===== config.mk =====
export PLATFORM = sky130hd
export DESIGN_NAME = fetch_unit
export DESIGN_NICKNAME = d
export VERILOG_FILES = /design/src/rtl/mips_pkg.sv /design/src/rtl/next_pc_calc.sv /design/src/rtl/fetch_unit.sv
export SDC_FILE = /design/constraint.sdc
export NUM_CORES = 1
export LEC_CHECK = 0
export CAP_MARGIN = 10
export CORE_MARGIN = 4
export CORE_UTILIZATION = 40
export DETAILED_ROUTE_END_ITERATION = 10
export HOLD_SLACK_MARGIN = 0.15
export PLACE_DENSITY = 0.8
export REMOVE_ABC_BUFFERS = 1
export SLEW_MARGIN = 40
export SYNTH_ARGS = -nofsm -noshare
export SYNTH_HDL_FRONTEND = slang
export SYNTH_SLANG_ARGS = --single-unit

===== constraint.sdc =====
create_clock -name clk -period 9.2 [get_ports clk]
set_input_delay 2.76 -clock clk [delete_from_list [all_inputs] [get_ports clk]]
set_output_delay 2.76 -clock clk [all_outputs]
set_load 0.02 [all_outputs]

===== src/rtl/mips_pkg.sv =====
// Shared definitions for the single-cycle MIPS core: opcode encodings,
// fetch FSM state encoding and the default reset vector.
package mips_pkg;

   localparam logic [5:0] OP_RTYPE = 6'b000000;
   localparam logic [5:0] OP_LW    = 6'b100011;
   localparam logic [5:0] OP_SW    = 6'b101011;
   localparam logic [5:0] OP_ADDI  = 6'b001000;
   localparam logic [5:0] OP_BEQ   = 6'b000100;
   localparam logic [5:0] OP_J     = 6'b000010;

   localparam logic [31:0] DEFAULT_RESET_PC = 32'h0000_0000;

   typedef enum logic [1:0] {
      ST_IDLE  = 2'd0,
      ST_FETCH = 2'd1,
      ST_HOLD  = 2'd2
   } fetch_state_t;

endpackage


===== src/rtl/next_pc_calc.sv =====
// Combinational next-PC selection: jump target, taken-branch target or
// sequential PC, with jump taking priority over branch.
module next_pc_calc (
   input  logic [31:0] pc_plus4,
   input  logic [31:0] instr,
   input  logic        branch,
   input  logic        zero,
   input  logic        jump,
   output logic [31:0] next_pc
);

   logic [31:0] w_br_off;
   logic [31:0] w_jump_tgt;
   logic        w_unused_opcode;

   // Branch offset is the sign-extended word displacement, shifted to bytes.
   assign w_br_off        = {{14{instr[15]}}, instr[15:0], 2'b00};
   assign w_jump_tgt      = {pc_plus4[31:28], instr[25:0], 2'b00};
   assign w_unused_opcode = ^instr[31:26];

   always_comb begin
      next_pc = pc_plus4;
      if (jump)
         next_pc = w_jump_tgt;
      else if (branch && zero)
         next_pc = pc_plus4 + w_br_off;
   end

endmodule


===== src/rtl/fetch_unit.sv =====
// Instruction fetch stage: PC register, instruction-memory request/ready
// handshake and valid/ready hand-off of the fetched word to decode.
module fetch_unit
   import mips_pkg::*;
#(
   parameter logic [31:0] RESET_PC = DEFAULT_RESET_PC
) (
   input  logic        clk,
   input  logic        rst_n,
   output logic        imem_req,
   output logic [31:0] imem_addr,
   input  logic        imem_ready,
   input  logic [31:0] imem_rdata,
   output logic [31:0] instr,
   output logic [5:0]  opcode,
   output logic        instr_valid,
   input  logic        instr_ready,
   input  logic        branch,
   input  logic        jump,
   input  logic        zero,
   output logic [31:0] pc,
   output logic [31:0] pc_plus4,
   output logic [31:0] instr_count
);

   fetch_state_t r_state;
   logic [31:0]  r_pc;
   logic [31:0]  r_instr;
   logic [31:0]  r_count;
   logic [31:0]  w_pc_plus4;
   logic [31:0]  w_next_pc;
   logic         w_accept;

   assign w_pc_plus4 = r_pc + 32'd4;
   assign w_accept   = (r_state == ST_HOLD) && instr_ready;

   next_pc_calc u_next_pc (
      .pc_plus4 (w_pc_plus4),
      .instr    (r_instr),
      .branch   (branch),
      .zero     (zero),
      .jump     (jump),
      .next_pc  (w_next_pc)
   );

   // Handshake outputs decode the state register only, so the async reset
   // drops them immediately and no input reaches them combinationally.
   always_ff @(posedge clk or negedge rst_n) begin
      if (!rst_n) begin
         r_state <= ST_IDLE;
         r_pc    <= RESET_PC;
         r_instr <= 32'd0;
         r_count <= 32'd0;
      end else begin
         case (r_state)
            ST_IDLE: r_state <= ST_FETCH;
            ST_FETCH: begin
               if (imem_ready) begin
                  r_instr <= imem_rdata;
                  r_state <= ST_HOLD;
               end
            end
            ST_HOLD: begin
               if (w_accept) begin
                  r_pc    <= w_next_pc;
                  r_count <= r_count + 32'd1;
                  r_state <= ST_FETCH;
               end
            end
            default: r_state <= ST_IDLE;
         endcase
      end
   end

   assign imem_req    = (r_state == ST_FETCH);
   assign imem_addr   = r_pc;
   assign instr_valid = (r_state == ST_HOLD);
   assign instr       = r_instr;
   assign opcode      = r_instr[31:26];
   assign pc          = r_pc;
   assign pc_plus4    = w_pc_plus4;
   assign instr_count = r_count;

endmodule


==> results.yml, run 1 <==
final_layout:
  final_common_cell: "clkdlybuf4s50_1"
  fin_nets: 1001
  drive_gt1_share_pct: 8.93
  area_growth_pct: 30.1
  diodes: 0
  most-common-layout-cells: "clkdlybuf4s50_1, dfrtp_1, nand2_1, nor2_1, o21ai_0"
  fin_util_pct: 53.0
logic_synthesis:
  synthMuxAreaShare_pct: 5.98
  ys_warn_count: 0
  synth_edf_count: 0
  synth.ff_latch_count: 96
  ys_types: 73
  ys.flop_type: "dfrtp_1"
  synth_top_family_by_area: "simple AND/OR/NAND/NOR gates"
  synthSimpleGateAreaFrac_pct: 18.4
  synthArstFlopShare_pct: 100
  synth_cells: 774
  synth_compound_area_share_pct: 17.0
  synth_area_per_cell_um2: 9.11
  synth-xor-area-share_pct: 9.67
  synthAdderAreaFrac_pct: 6.85
  synth_seq_area_share_pct: 34.1
  synthesis.area_um2: 7050
global_route:
  grt_pass1_vias: 6544
  met3_usage_pct: 4.78
  grt_use_met1_pct: 26.5
  antenna_found_initial: 0
  top_usage_layer: "met2"
  use_met2_pct: 36.1
  grt_max_degree: 50
  grt_overflow_total: 0
  grt_usage_pct: 21.3
  grt_pass1_wl_mm: 34.1
setup_path:
  worstPathArrival_ns: 3.28
  reg2reg_slack_ns: 4.95
  cp-startpoint: "imem_addr[2]$_DFFE_PN0P_"
  crit_path_end: "pc_plus4[28]"
  critPathRequiredTime_ns: 6.44
  critical_path.cell_chain: "ha_1 > nand4_1 > nor3_2 > and3_1 > xor2_1 > clkdlybuf4s50_1"
  critPathLaunchType: "flip-flop"
  reg2reg_depth: 14
  cp-end-kind: "output pin"
  worstSetupPathType: "reg2out"
  path_depth: 6
  cp.buffers_inverters: 1
  r2r_start: "imem_addr[4]$_DFFE_PN0P_"
  max_stage_delay_ns: 0.65
  r2r-end: "imem_addr[25]$_DFFE_PN0P_"
  path_delay_family: "simple AND/OR/NAND/NOR gates"
  worst-path-max-fanout: 6
  crit_slowest_cell: "clkdlybuf4s50_1"
routing:
  wirelength_mm: 21.2
  vias: 6522
  via_per_inst: 5.65
  wl_per_cell_um: 18.4
  drt_iter0_markers: 537
  firstDrtPassIters: 5
  postRouteAntennaNets: 0
  drc: 0
clocking:
  htree_levels: 3
  post_cts_resized: 0
  cts_sinks: 96
  holdBufCountCts: 0
  cts_buffer_depth: 2
  cts_tree: "built"
  postCtsSetupBuffers: 0
  cts-buffers-inserted: 9
  clk_latency_ns: 0.35
  path_clk_slew_ns: 0.07
  cts-root-buf: "clkbuf_16"
timing:
  setup_violations: 0
  tightest_slew_ns: 0.761
  slew-limit-headroom_pct: 49.0
  finalClockSkew_ns: 0.00619
  layout_min_cycle_time_ns: 6.04
  rsz0062_at_grt: "false"
  setup_ws_ns: 3.16
  fmax_mhz: 166
  drv_slew: 0
  fin_crit_sh_pct: 65.6
  final.setup.tns_ns: 0
  final_hold_viol_count: 0
floorplanning:
  core-area_um2: 17300
  initial_core_util_pct: 40.8
  die_h_um: 141
  io_pins: 207
  die_w_um: 141
  die-area_um2: 19800
  placementRows: 48
power_and_ir_drop:
  powerDensity_nw_per_um2: 406
  p_leak_nw: 3.84
  ir_drop_mv: 0.183
  total_power_w: 0.00373
run_status:
  status: "complete, no violations"
placed_design:
  dp.final_hpwl_mm: 15.7
  gp_congestion: 0.965
  port_buffers: 200
  place_ws_ns: 3.28
worst_hold_path:
  hold_class: "reg2reg"
run:
  cap_violations: 0
==> how the worst min path moves through the flow <==
| stage | start | to | slack (ns) | depth (start not counted) |
|---|---|---|---|---|
| after global placement | instr_count[31]$_DFFE_PN0P_ | instr_count[31]$_DFFE_PN0P_ | 0.46 | 1 |
| after CTS | instr_count[31]$_DFFE_PN0P_ | instr_count[31]$_DFFE_PN0P_ | 0.48 | 1 |
| final | instr_count[31]$_DFFE_PN0P_ | instr_count[31]$_DFFE_PN0P_ | 0.48 | 1 |
| after detailed placement | instr_count[31]$_DFFE_PN0P_ | instr_count[31]$_DFFE_PN0P_ | 0.47 | 1 |
| after global routing | instr_count[31]$_DFFE_PN0P_ | instr_count[31]$_DFFE_PN0P_ | 0.50 | 1 |
| after floorplan | r_state[1]$_DFFE_PN0P_ | r_state[0]$_DFFE_PN0P_ | 0.46 | 1 |
==> where the power goes <==
part / internal [W] / switching (W)
registers: 0.000564 / 0.000233
clock network: 0.000215 / 0.000183
logic: 0.00113 / 0.00140
==> kinds of logic after synthesis <==
family | Yosys count
and+or+nand+nor | 262
AOI/OAI and AO/OA | 180
DFF | 96
buffers and inverters | 82
xor gates and xnor gates | 77
adders and majority gates | 38
muxes | 38
other | 1
==> Yosys cell counts, drive strengths merged, types with 8 or more instances <==
library cell	count	area (µm²)
ha	37	463
and2	8	50.1
buf	47	353
or3	9	62.6
nand4	13	81.3
xor2	32	280
a21o	15	118
nor3	20	116
and3	22	139
a21oi	50	265
dfrtp	96	2400
xnor2	45	402
clkbuf	23	138
mux2	33	372
inv	11	41.3
nand3	39	208
o21ai	52	260
nand2	79	299
nor2	51	191
==> sequential cells by signal (all words and copies together), names as in the netlist <==
| signal | count |
|---|---|
| instr | 32 |
| instr_count | 32 |
| imem_addr | 30 |
| r_state | 2 |
==> through the flow <==
stage | instances | hold slack, ns | cell area (µm²)
after CTS | 1154 | 0.477 | 9170
after global placement | 1138 | 0.460 | 8870
after detailed placement | 1138 | 0.467 | 8870
after global routing | 1154 | 0.498 | 9180
after floorplan | 708 | 0.464 | 6550
final | 1154 | 0.475 | 9180
==> layout make-up <==
class,instances,area [µm²]
Fill cell,1544,8120
Tap cell,225,282
Clock buffer,9,225
Sequential cell,96,2400
Clock inverter,7,80.1
Inverter,11,41.3
Multi-Input combinational cell,601,4110
Timing Repair Buffer,205,2040
==> layer usage <==
metal / part of all wire, % / vias to the layer above / wire [µm]
met1: 41 / 3148 / 8710
met3: 8.0 / 52 / 1690
met4: 3.2 / 0 / 682
li1: - / 3054 / -
met5: 0 / - / 0
met2: 48 / 268 / 10200
No activity file was read; power rests on OpenSTA's default activity.
==> inputs of run 2 (changes only) <==
clock period = 5.8 ns   (was 9.2 ns; I/O delays follow)
==> run 2 against run 1 <==
  * Clock power grew 52%
  * Sequential power grew 52%
  * Final area grew 0.26%
  * Worst setup slack lost 2.3 ns
  * First-iteration DRC count shrank 1.7%
  * Utilization grew 0.14 points
  * Combinational power grew 60%
  * Non-clock buffer count grew 5
  * Count of clock-buffer cells in the layout is the same
  * Critical path depth is the same
  * Critical endpoint is now pc_plus4[30]
  * Clock skew grew 0.0020 ns
  * Critical path type unchanged
==> results.yml, run 2 (synthesis gave the netlist of run 1 again) <==
placed_design:
  dp.final_hpwl_mm: 16.0
  dp_cells: 1143
  gp_congestion: 0.935
  placed_area_um2: 8910
  port_buffers: 200
global_route:
  antenna_found_initial: 1
  grt_overflow_total: 0
  grt_max_degree: 74
  grt_pass1_wl_mm: 33.6
  grt_usage_pct: 21.1
  grt_pass1_vias: 6388
clocking:
  cts-root-buf: "clkbuf_16"
  clk_latency_ns: 0.36
  post_cts_resized: 0
  holdBufCountCts: 0
  cts_tree: "built"
  path_clk_slew_ns: 0.07
  postCtsSetupBuffers: 0
  cts_sinks: 96
  cts_buffer_depth: 2
  htree_levels: 3
  cts-buffers-inserted: 9
timing:
  final_hold_viol_count: 0
  setup_violations: 0
  drv_slew: 0
  finalClockSkew_ns: 0.00816
  fin_crit_sh_pct: 84.6
  slew-limit-headroom_pct: 47.2
  final.setup.tns_ns: 0
  tightest_slew_ns: 0.790
  layout_min_cycle_time_ns: 4.91
  rsz0062_at_grt: "false"
  fmax_mhz: 204
routing:
  wl_met1_mm: 8.73
  drc: 0
  wirelength_mm: 21.3
  top_layer: "met5"
  wl_met2_mm: 10.1
  wl_met3_mm: 1.72
  drt_iter0_markers: 528
  firstDrtPassIters: 5
  wl_per_cell_um: 18.4
  via_per_inst: 5.62
  vias: 6518
  postRouteAntennaNets: 0
final_layout:
  fin_nets: 1006
  area_growth_pct: 30.4
  fillCellCount: 1565
  diodes: 0
  multi_input_area_um2: 4100
  final-seq-area_um2: 2400
  most-common-layout-cells: "clkdlybuf4s50_1, dfrtp_1, nand2_1, nor2_1, o21ai_0"
  drive_gt1_share_pct: 9.21
  design_area_um2: 9200
  layout.cells.non_filler: 1159
  final_common_cell: "clkdlybuf4s50_1"
power_and_ir_drop:
  power_switching_share_pct: 49.1
  p_int_w: 0.00299
  p_leak_nw: 3.86
  p_switching_w: 0.00288
  p_seq_share_pct: 20.7
  powerDensity_nw_per_um2: 638
  power.share.clock_pct: 10.3
  combPwrFrac_pct: 69.0
  ir_drop_mv: 0.286
setup_path:
  critPathLaunchType: "flip-flop"
  worst-path-max-fanout: 6
  cp-end-kind: "output pin"
  critPathRequiredTime_ns: 4.06
  critical_path.cell_chain: "ha_1 > nand4_1 > nor3_2 > and3_1 > xor2_1 > clkdlybuf4s50_1"
  worstSetupPathType: "reg2out"
  crit_slowest_cell: "clkdlybuf4s50_1"
  worstPathArrival_ns: 3.17
  max_stage_delay_ns: 0.65
floorplanning:
  io_pins: 207
  die-area_um2: 19800
  die_w_um: 141
  initial_core_util_pct: 40.8
  core-area_um2: 17300
  die_h_um: 141
  placementRows: 48
run:
  cap_violations: 0
run_status:
  status: "complete, no violations"
worst_hold_path:
  hold_class: "reg2reg"
[run 2: layout make-up]
| type | count | area share (%) |
|---|---|---|
| inverters | 11 | 0.449 |
| multi-input cells | 601 | 44.6 |
| flip-flops and latches | 96 | 26.1 |
| well taps | 225 | 3.06 |
| clock inverters | 7 | 0.721 |
| repair buffers | 210 | 22.6 |
| clock buffers | 9 | 2.45 |
[run 2: per-stage QoR]
step	hold WS, ns	utilization [%]	setup slack (ns)	total power (W)
6_report	0.490	53.2	0.890	0.00587
5_1_grt	0.514	53.2	0.737	0.00624
4_1_cts	0.497	53.2	0.904	0.00586
3_5_place_dp	0.486	51.5	1.30	0.00522
3_3_place_gp	0.460	51.5	1.38	0.00517
2_1_floorplan	0.464	-	1.86	0.00369
[run 2: critical path: cells and delay by family, from the launching register on]
kind,cells,cell delay (ns)
simple gates,3,1.21
flops,1,0.43
fa+ha+maj,1,0.31
buf+inv,1,0.65
xor+xnor,1,0.22
[run 2: worst paths after layout]
path / start / to / slack, ns / depth (start not counted)
max: imem_addr[2]$_DFFE_PN0P_ / pc_plus4[30] / 0.89 / 6
max reg2reg: imem_addr[2]$_DFFE_PN0P_ / imem_addr[25]$_DFFE_PN0P_ / 1.66 / 14
min: instr_count[29]$_DFFE_PN0P_ / instr_count[29]$_DFFE_PN0P_ / 0.49 / 1
min in group asynchronous: rst_n / instr[29]$_DFFE_PN0P_ / 1.37 / 1
min reg2reg: instr_count[29]$_DFFE_PN0P_ / instr_count[29]$_DFFE_PN0P_ / 0.49 / 1
max in group asynchronous: rst_n / imem_addr[30]$_DFFE_PN0P_ / 3.62 / 2
[run 2: power groups by stage]
| stage | clock network [W] | registers, W | logic [W] |
|---|---|---|---|
| global placement | 0 | 0.00121 | 0.00396 |
| floorplan | 0 | 0.00158 | 0.00211 |
| global route | 0.000639 | 0.00126 | 0.00434 |
| detailed placement | 0 | 0.00123 | 0.00400 |
| finish | 0.000605 | 0.00121 | 0.00405 |
| CTS | 0.000624 | 0.00121 | 0.00403 |
[run 2: routing by layer]
metal	vias up	global-route usage [%]
met3	58	5.50
li1	3055	-
met1	3141	26.4
met2	262	34.7
met4	2	8.72
met5	-	0
